`src/rtl/rf_write_arbiter.sv`:
```
// -----------------------------------------------------------------------------
// rf_write_arbiter
//
// Purpose:
//   Shares the single register-file write port among NREQ writeback
//   requesters, such as ALU, load and link. Each requester has a valid/ready
//   handshake.
//   A round-robin arbiter grants at most one requester per cycle. The winning
//   address and data are captured into a registered output stage, which
//   drives the register file directly.
//   A pending-write mask is also exported for hazard logic.
//
// Configuration macro:
//   RF_ARB_FIXED_PRIO_EN
//     Defined:   fixed priority, and the lowest index wins. There is no
//                pointer register.
//     Undefined: round-robin. This is the default.
//
// Parameters:
//   NREQ   number of write requesters (2..4)
//   CNT_W  width of the issued-write counter
//
// Ports:
//   clk        system clock, rising edge
//   rst_n      asynchronous active-low reset
//   req_valid  [NREQ]      requester i has a write pending
//   req_addr   [4*NREQ]    dest register of requester i, bits [4i+3:4i]
//   req_data   [32*NREQ]   write data of requester i, bits [32i+31:32i]
//   req_ready  [NREQ]      one-hot grant; a transfer happens on valid & ready
//   rf_hold    freeze the write port (pipeline stall)
//   rf_ld      register-file write enable
//   rf_bd      register-file destination select
//   rf_pc      register-file write data
//   pend_mask  one-hot of rf_bd while rf_ld is high, else 0
//   wr_count   number of writes issued since reset (wraps)
// -----------------------------------------------------------------------------
module rf_write_arbiter #(
  parameter int NREQ  = 3,
  parameter int CNT_W = 16
) (
  input  logic                 clk,
  input  logic                 rst_n,
  input  logic [NREQ-1:0]      req_valid,
  input  logic [4*NREQ-1:0]    req_addr,
  input  logic [32*NREQ-1:0]   req_data,
  output logic [NREQ-1:0]      req_ready,
  input  logic                 rf_hold,
  output logic                 rf_ld,
  output logic [3:0]           rf_bd,
  output logic [31:0]          rf_pc,
  output logic [15:0]          pend_mask,
  output logic [CNT_W-1:0]     wr_count
);

  localparam int PTR_W = (NREQ > 1) ? $clog2(NREQ) : 1;

  // Per-requester views of the flattened address and data buses.
  logic [3:0]  addr_arr [NREQ];
  logic [31:0] data_arr [NREQ];

  genvar gi;
  generate
    for (gi = 0; gi < NREQ; gi++) begin : g_unpack
      assign addr_arr[gi] = req_addr[4*gi +: 4];
      assign data_arr[gi] = req_data[32*gi +: 32];
    end
  endgenerate

  // Current search start point.
  logic [PTR_W-1:0] ptr_cur;

  // Arbitration results.
  logic [NREQ-1:0]  grant_vec;
  logic [PTR_W-1:0] grant_idx;
  logic             grant_found;
  logic             xfer;
  logic [PTR_W:0]   cand;

  // Output stage registers.
  logic             rf_ld_reg;
  logic [3:0]       rf_bd_reg;
  logic [31:0]      rf_pc_reg;
  logic [CNT_W-1:0] wr_count_reg;

  // ---------------------------------------------------------------------------
  // Arbitration.
  // Search upward from the pointer, modulo NREQ, and pick the first valid
  // requester. The candidate index has one extra bit, so that
  // ptr + k cannot overflow before the wrap correction is applied.
  // ---------------------------------------------------------------------------
  always_comb begin
    grant_idx   = '0;
    grant_found = 1'b0;
    cand        = '0;
    for (int k = 0; k < NREQ; k++) begin
      cand = {1'b0, ptr_cur} + (PTR_W+1)'(k);
      if (cand >= (PTR_W+1)'(NREQ)) begin
        cand = cand - (PTR_W+1)'(NREQ);
      end
      if (!grant_found && req_valid[cand[PTR_W-1:0]]) begin
        grant_found = 1'b1;
        grant_idx   = cand[PTR_W-1:0];
      end
    end
  end

  // Grants are suppressed during a hold and while reset is asserted.
  // Because of this, a transfer is exactly "any grant bit set".
  always_comb begin
    grant_vec = '0;
    if (grant_found && !rf_hold && rst_n) begin
      grant_vec[grant_idx] = 1'b1;
    end
  end

  assign req_ready = grant_vec;
  assign xfer      = |grant_vec;

  // ---------------------------------------------------------------------------
  // Round-robin pointer. After a transfer, the pointer moves to the slot just
  // past the winner, so the winner gets the lowest priority next time.
  // ---------------------------------------------------------------------------
`ifdef RF_ARB_FIXED_PRIO_EN
  assign ptr_cur = '0;
`else
  logic [PTR_W-1:0] ptr_reg;
  logic [PTR_W-1:0] ptr_next;

  always_comb begin
    ptr_next = ptr_reg;
    if (xfer) begin
      if (grant_idx == PTR_W'(NREQ - 1)) begin
        ptr_next = '0;
      end else begin
        ptr_next = grant_idx + PTR_W'(1);
      end
    end
  end

  always_ff @(posedge clk or negedge rst_n) begin
    if (!rst_n) begin
      ptr_reg <= '0;
    end else begin
      ptr_reg <= ptr_next;
    end
  end

  assign ptr_cur = ptr_reg;
`endif

  // ---------------------------------------------------------------------------
  // Output stage.
  // While rf_hold is high, everything freezes, including rf_ld, because the
  // register file is stalled by the same hold.
  // On an idle edge, only rf_ld drops. rf_bd and rf_pc keep their last value.
  // ---------------------------------------------------------------------------
  always_ff @(posedge clk or negedge rst_n) begin
    if (!rst_n) begin
      rf_ld_reg    <= 1'b0;
      rf_bd_reg    <= 4'd0;
      rf_pc_reg    <= 32'd0;
      wr_count_reg <= '0;
    end else if (!rf_hold) begin
      rf_ld_reg <= xfer;
      if (xfer) begin
        rf_bd_reg    <= addr_arr[grant_idx];
        rf_pc_reg    <= data_arr[grant_idx];
        wr_count_reg <= wr_count_reg + CNT_W'(1);
      end
    end
  end

  assign rf_ld    = rf_ld_reg;
  assign rf_bd    = rf_bd_reg;
  assign rf_pc    = rf_pc_reg;
  assign wr_count = wr_count_reg;

  // Pending-write mask: decode the in-flight destination.
  generate
    for (gi = 0; gi < 16; gi++) begin : g_pend
      assign pend_mask[gi] = rf_ld_reg && (rf_bd_reg == 4'(gi));
    end
  endgenerate

endmodule

```
`config.mk`:
```
export PLATFORM = sky130hd
export DESIGN_NAME = rf_write_arbiter
export DESIGN_NICKNAME = d
export VERILOG_FILES = /design/src/rtl/rf_write_arbiter.sv
export SDC_FILE = /design/constraint.sdc
export NUM_CORES = 1
export LEC_CHECK = 0
export BUFFER_PORTS_ARGS = -buffer_cell sky130_fd_sc_hd__buf_2
export CAP_MARGIN = 20
export CORE_ASPECT_RATIO = 0.5
export CORE_MARGIN = 3
export CORE_UTILIZATION = 45
export DETAILED_ROUTE_END_ITERATION = 10
export GPL_TIMING_DRIVEN = 0
export PLACE_DENSITY = 0.93
export SYNTH_ARGS = -nofsm -noshare
export SYNTH_HDL_FRONTEND = slang
export SYNTH_SLANG_ARGS = --single-unit
export TNS_END_PERCENT = 20
```
`constraint.sdc`:
```
create_clock -name clk -period 3.95 [get_ports clk]
set_input_delay 0.1975 -clock clk [delete_from_list [all_inputs] [get_ports clk]]
set_output_delay 0.1975 -clock clk [all_outputs]
set_load 0.02 [all_outputs]
```
=== After elaboration in Yosys (flattened, before gate mapping) ===
Cells that the tools add are included.

* $add $sub $neg: 7
* $lt $le $gt $ge: 9
* Eq/ne operators: 16
* Mux-type cells: 25
* Bitwise gates (word level): 2
* Reduce and logical (&&, ||, !) cells: 27

{| class="wikitable"
|+ Operator list
! cell !! count
|-
| 32-bit binary-select mux with 2-bit select || 1
|-
| 32-bit two-way mux || 2
|-
| 4-bit equality test (second input constant) || 8
|-
| 1-bit logical AND || 21
|-
| 16-bit by 1-bit adder with 16-bit output (second input constant) || 1
|-
| 4-bit by 3-bit equality test with 1-bit output (second input constant) || 4
|-
| 2-bit two-way mux || 7
|-
| 2-bit by 3-bit less-than comparator with 1-bit output (second input constant) || 4
|-
| 4-bit binary-select mux with 2-bit select || 1
|-
| 4-bit by 2-bit equality test with 1-bit output (second input constant) || 2
|-
| 4-bit two-way mux || 2
|-
| 1-bit two-way mux || 7
|-
| 1-bit binary-select mux with 2-bit select || 3
|-
| 3-bit by 2-bit >= comparator with 1-bit output (second input constant) || 2
|-
| 2-bit subtractor (second input constant) || 3
|-
| 4-bit by 1-bit equality test with 1-bit output (second input constant) || 1
|-
| 4-bit zero test || 1
|-
| 2-bit by 1-bit adder with 3-bit output (second input constant) || 1
|-
| 2-bit by 2-bit adder with 3-bit output (second input constant) || 1
|-
| 3-bit >= comparator (second input constant) || 1
|-
| 1-bit zero test || 3
|-
| 3-bit two-way mux || 1
|-
| 2-bit NOT with 3-bit output || 1
|-
| 3-bit OR reduction || 1
|-
| other kinds (7) || 7
|}

* Register bits after elaboration: 55
* Input port bits: 114
* Output and inout bits: 72
* Logic and storage cells: 91

=== Longest topological paths before layout ===
* Depth after elaboration: 18
* Mapped depth: 12
* Depth with buffers taken out: 8

=== Worst setup path after synthesis ===
No wires, ideal clock.

* Path kind: register to register
* From: reg ptr_reg[0], in the netlist ptr_cur[0]
* To: reg rf_pc_reg[16], in the netlist rf_pc[16]
* Library setup time: 125 ps
* Arrival: 2,678 ps
* Required time: 3,825 ps
* Setup slack: 1,147 ps
* Cell stages (with the launch flop): 13
* Buffers on the path: 4
* Clock period less this slack: 2,803 ps
* Path through: dfrtp_1 inv_1 ha_1 buf_2 and3b_1 o221a_2 a22o_1 buf_6 a2111oi_4 nor2_2 buf_6 buf_6 mux2_4

* Longest elaborated chain between the ends: 18
* Elaborated cells on any way between the ends: 41
* Those cells by class: 5 x add/sub; 5 x order compare; 21 x mux; 1 x bitwise; 9 x reduce/logical

{| class="wikitable"
|+ RTL lines
! item !! line !! text
|-
| start: declaration || 126 || <nowiki>logic [PTR_W-1:0] ptr_reg;</nowiki>
|-
| start signal: assignment || 144 || <nowiki>ptr_reg <= ptr_next;</nowiki>
|-
| parallel branches: the longest is 18 deep, another holds 2-bit by 1-bit adder with 3-bit output || - ||
|-
| end signal: assignment || 167 || <nowiki>rf_pc_reg <= data_arr[grant_idx];</nowiki>
|-
| end: declaration || 82 || <nowiki>logic [31:0] rf_pc_reg;</nowiki>
|}

Parallel ways; which one is timed is not known. The select of a mux whose other input is x is not followed.
A chain may end at the register's enable or synchronous reset.

=== Worst setup path in the final report ===
* From: reg ptr_reg[0], in the netlist ptr_cur[0]
* To: out req_ready[2]

* Longest elaborated chain between the ends: 16
* Elaborated cells on any way between the ends: 35
* Those cells by class: 5 x add/sub; 5 x order compare; 18 x mux; 7 x reduce/logical

{| class="wikitable"
|+ RTL lines
! item !! line !! text
|-
| parallel branches: the longest is 15 deep, another holds 2-bit by 1-bit adder with 3-bit output || - ||
|-
| 3-bit two-way mux (*) || 111 || <nowiki>if (grant_found && !rf_hold && rst_n) begin</nowiki>
|-
| end: declaration || 46 || <nowiki>output logic [NREQ-1:0] req_ready,</nowiki>
|}

Mark *: on every way between the ends. The select of a mux whose other input is x is not followed.

==> results by group <==
Worst setup path
  – Worst setup path class: reg2out
  – End of the critical path: req_ready[2]
  – CP Launch Type: register
  – Peak per-stage delay on the critical path: slightly above 500 ps
  – Critical-path top delay cell: a32oi_1
  – Crit-path cells: inv_1, ha_1, buf_2, mux2i_1, o22a_1, a32oi_1, clkbuf_1, clkbuf_1, nor2_1, buf_2
  – Reg2Reg Depth: 11
  – CP max FO: 10
  – CP required: 3750 ps
  – CP Capture Type: output pin
  – Data arrival time of the worst path: around 3300 ps
  – Reg2Reg Setup Slack: 630 ps
  – Worst setup path start: ptr_cur[0]$_DFFE_PN0P_
  – RR Startpoint: ptr_cur[0]$_DFFE_PN0P_
  – Reg-to-Reg End: rf_pc[30]$_DFFE_PN0P_

STA
  – Final Hold Fails: 0
  – Fmax: just under 0.3 GHz
  – Setup TNS Final: 0 ps
  – Max Slew Vio Count: 0
  – Final setup viols: 0
  – Max-slew headroom: 0.556
  – Post-route minimum period: ~3500 ps
  – Setup Skew: about 3.4 ps
  – Pin slew with the least headroom to its limit: between 600 and 700 ps
  – Worst hold margin: ~180 ps
  – RSZ-0062 raised after global routing: false
  – Final period utilization: 0.876

Floorplan
  – I/O Pins: 186
  – Overall die height: 67.7 um
  – Die area: just under 0.009 mm^2
  – Site Rows: 21
  – Die Width: ~130 um
  – Core Area: between 0.007 and 0.008 mm^2
  – Starting Density: 0.488

Power and ir drop
  – Pwr per Cell Area: between 800 and 900 mW/mm^2
  – Worst vdd ir: 0.000358 V
  – Total Power: between 3 and 4 mW
  – P_leak: roughly 2.4 nW

Synthesis
  – Yosys cell types: 48
  – Synth Area in Simple Gates: 0.232
  – #FFs+latches synth: 55
  – Post-synthesis mux area share: 0.145
  – Main combinational cell family by area after synthesis: simple AND/OR/NAND/NOR gates
  – Yosys warns: 0
  – Syn avg cell area: just under 9 um^2
  – Post-Synth Adder-Cell Area: 0.0183
  – Post-synthesis xor/xnor area fraction: 0.0383
  – Most common cell in the netlist: nand2_1
  – Mapped Cells: roughly 390
  – Post-synthesis sequential area ratio: 0.402
  – Share of the synthesized area in the top cell type: 0.402
  – Async set-reset flop share out of synthesis: 1.00
  – EDFF count, synth: 0
  – Most area-consuming cells after synthesis: dfrtp_1, mux2_2, nand2_1, a31oi_1, nor2_1
  – Post-synth design cell area: between 0.003 and 0.004 mm^2
  – Commonest cells in the synthesized netlist: nand2_1, dfrtp_1, nor2_1
  – Yosys top cell by area: dfrtp_1
  – Syn_nets: just over 500
  – Compound-Gate Fraction of Synth Area: 0.119
  – Post-synth top flop: dfrtp_1

Detailed routing
  – Routed vias: approximately 3,500
  – Drt first pass iters: 6
  – Avg WL per Cell: about 15 um
  – DRT Wirelength: ~10,000 um
  – Number of DRC markers in iteration 0: just under 200
  – DRC: 0
  – Final ANT Viol Nets: 0
  – Post-DR vias/cell: ~5.2

GRT
  – Largest net degree at the start of global routing: 35
  – Total gr overflow: 0
  – Antenna violations before repair: 0
  – Vias in the first global route: about 3,200
  – GR Util All Layers: 0.219
  – First-pass GRT wire length: 15,200 um

Placed design
  – Placed cells: ~660
  – Routability Congestion: approximately 0.86
  – Dpl hpwl: 8010 um
  – Port Buffers: ~190

Final layout
  – Non-Filler Instances: 673
  – Area growth from synthesis to layout: 35.8%
  – Fillcell total: 600
  – Max reg flops: 32
  – Register area: 0.00138 mm^2
  – Fraction of layout cells with a size suffix above 1: 0.422
  – Antenna cells: 0
  – Multi-input gate area: between 0.0015 and 0.002 mm^2
  – Final Net Count: around 700

Clock tree
  – Worst-path clk slew: ~70 ps
  – CTS tree: yes
  – Bufs on Longest Clock Path: 2
  – H-tree Lvls: 2
  – Root buffer cell: clkbuf_16
  – Worst-skew pair later-pin latency: slightly below 300 ps
  – CTS Buf Count: 5
  – CTS Sinks: 55
  – Total setup buffers inserted after CTS: 0

Flow run
  – Max_cap viols: 0

Outcome
  – Run status: finished, final reports clean

Min path
  – Worst Hold Class: in2reg
## area by class of cell
type	instances	area share
Multi-Input combinational cell	299	0.406
Inverter	6	0.00484
Clock buffer	8	0.0336
Sequential cell	55	0.296
Timing Repair Buffer	187	0.205
Tap cell	92	0.0247
Buffer	26	0.0293
## routing by layer
layer,vias up,global-route usage,routed length (um)
met4,0,0.0816,170
met1,1669,0.265,4260
met2,117,0.389,5130
li1,1730,-,-
met3,15,0.0490,569
met5,-,0,0
## repair_timing
item                      4_1_cts  5_1_grt
hold endpoints to repair       21        0
hold buffers                    1        0
gates resized for setup         0        0
## through the flow
| step | area, um^2 | worst slack (ps) | utilization |
|---|---|---|---|
| after floorplan | 3430 | 1150 | - |
| after global placement | 4470 | 733 | 0.637 |
| after detailed placement | 4490 | 647 | 0.640 |
| after CTS | 4650 | 468 | 0.663 |
| after global routing | 4650 | 218 | 0.663 |
| final | 4650 | 490 | 0.663 |
## cell families (layout without fill, tap and decap cells)
| family | after synthesis | count (layout) |
|---|---|---|
| and+or+nand+nor | 180 | 180 |
| DFF | 55 | 55 |
| AOI/OAI and AO/OA | 58 | 58 |
| buffers and inverters | 32 | 227 |
| adders and majority gates | 5 | 5 |
| xor gates and xnor gates | 15 | 15 |
| muxes | 41 | 41 |
## critical path, delay by kind of cell, from the launching register on
kind / cells / cell delay (ps)
multiplexers: 1 / 140
flip-flops: 1 / 380
buffers and inverters: 5 / 1310
AO/OA/AOI/OAI: 2 / 760
adder cells (fa/ha/maj): 1 / 290
AND/OR/NAND/NOR: 1 / 90
## report_power, final
part / switching (mW) / total [mW] / internal, mW
Sequential: 0.184 / 0.988 / 0.804
Combinational: 1.47 / 2.48 / 1.01
Clock: 0.186 / 0.457 / 0.270
## how the worst min path moves through the flow
stage | startpoint | end | slack (ps) | cells after the start
6_report | rf_hold | rf_ld$_DFFE_PN0N_ | 180 | 2
5_1_grt | rf_hold | rf_ld$_DFFE_PN0N_ | 180 | 2
4_1_cts | rf_hold | rf_ld$_DFFE_PN0N_ | 180 | 2
3_5_place_dp | rst_n | wr_count[13]$_DFFE_PN0P_ | 210 | 1
3_3_place_gp | wr_count[15]$_DFFE_PN0P_ | wr_count[15]$_DFFE_PN0P_ | 450 | 1
2_1_floorplan | rst_n | ptr_cur[0]$_DFFE_PN0P_ | -100 | 0
## layout by cell type (no fill, tap or decap), types with 5 or more instances in the layout
| master | netlist | routed |
|---|---|---|
| clkbuf_16 | 0 | 5 |
| nor2_1 | 52 | 52 |
| nand3_1 | 7 | 7 |
| mux2_2 | 28 | 28 |
| nor4_1 | 6 | 6 |
| nor3_1 | 10 | 10 |
| buf_2 | 4 | 189 |
| nand2b_1 | 6 | 6 |
| clkbuf_1 | 15 | 16 |
| ha_1 | 5 | 5 |
| dfrtp_1 | 55 | 55 |
| xor2_1 | 14 | 14 |
| inv_1 | 6 | 6 |
| nand2_1 | 80 | 80 |
| a31oi_1 | 36 | 36 |
| mux2_4 | 10 | 10 |
No activity file was read; power rests on OpenSTA's default activity.
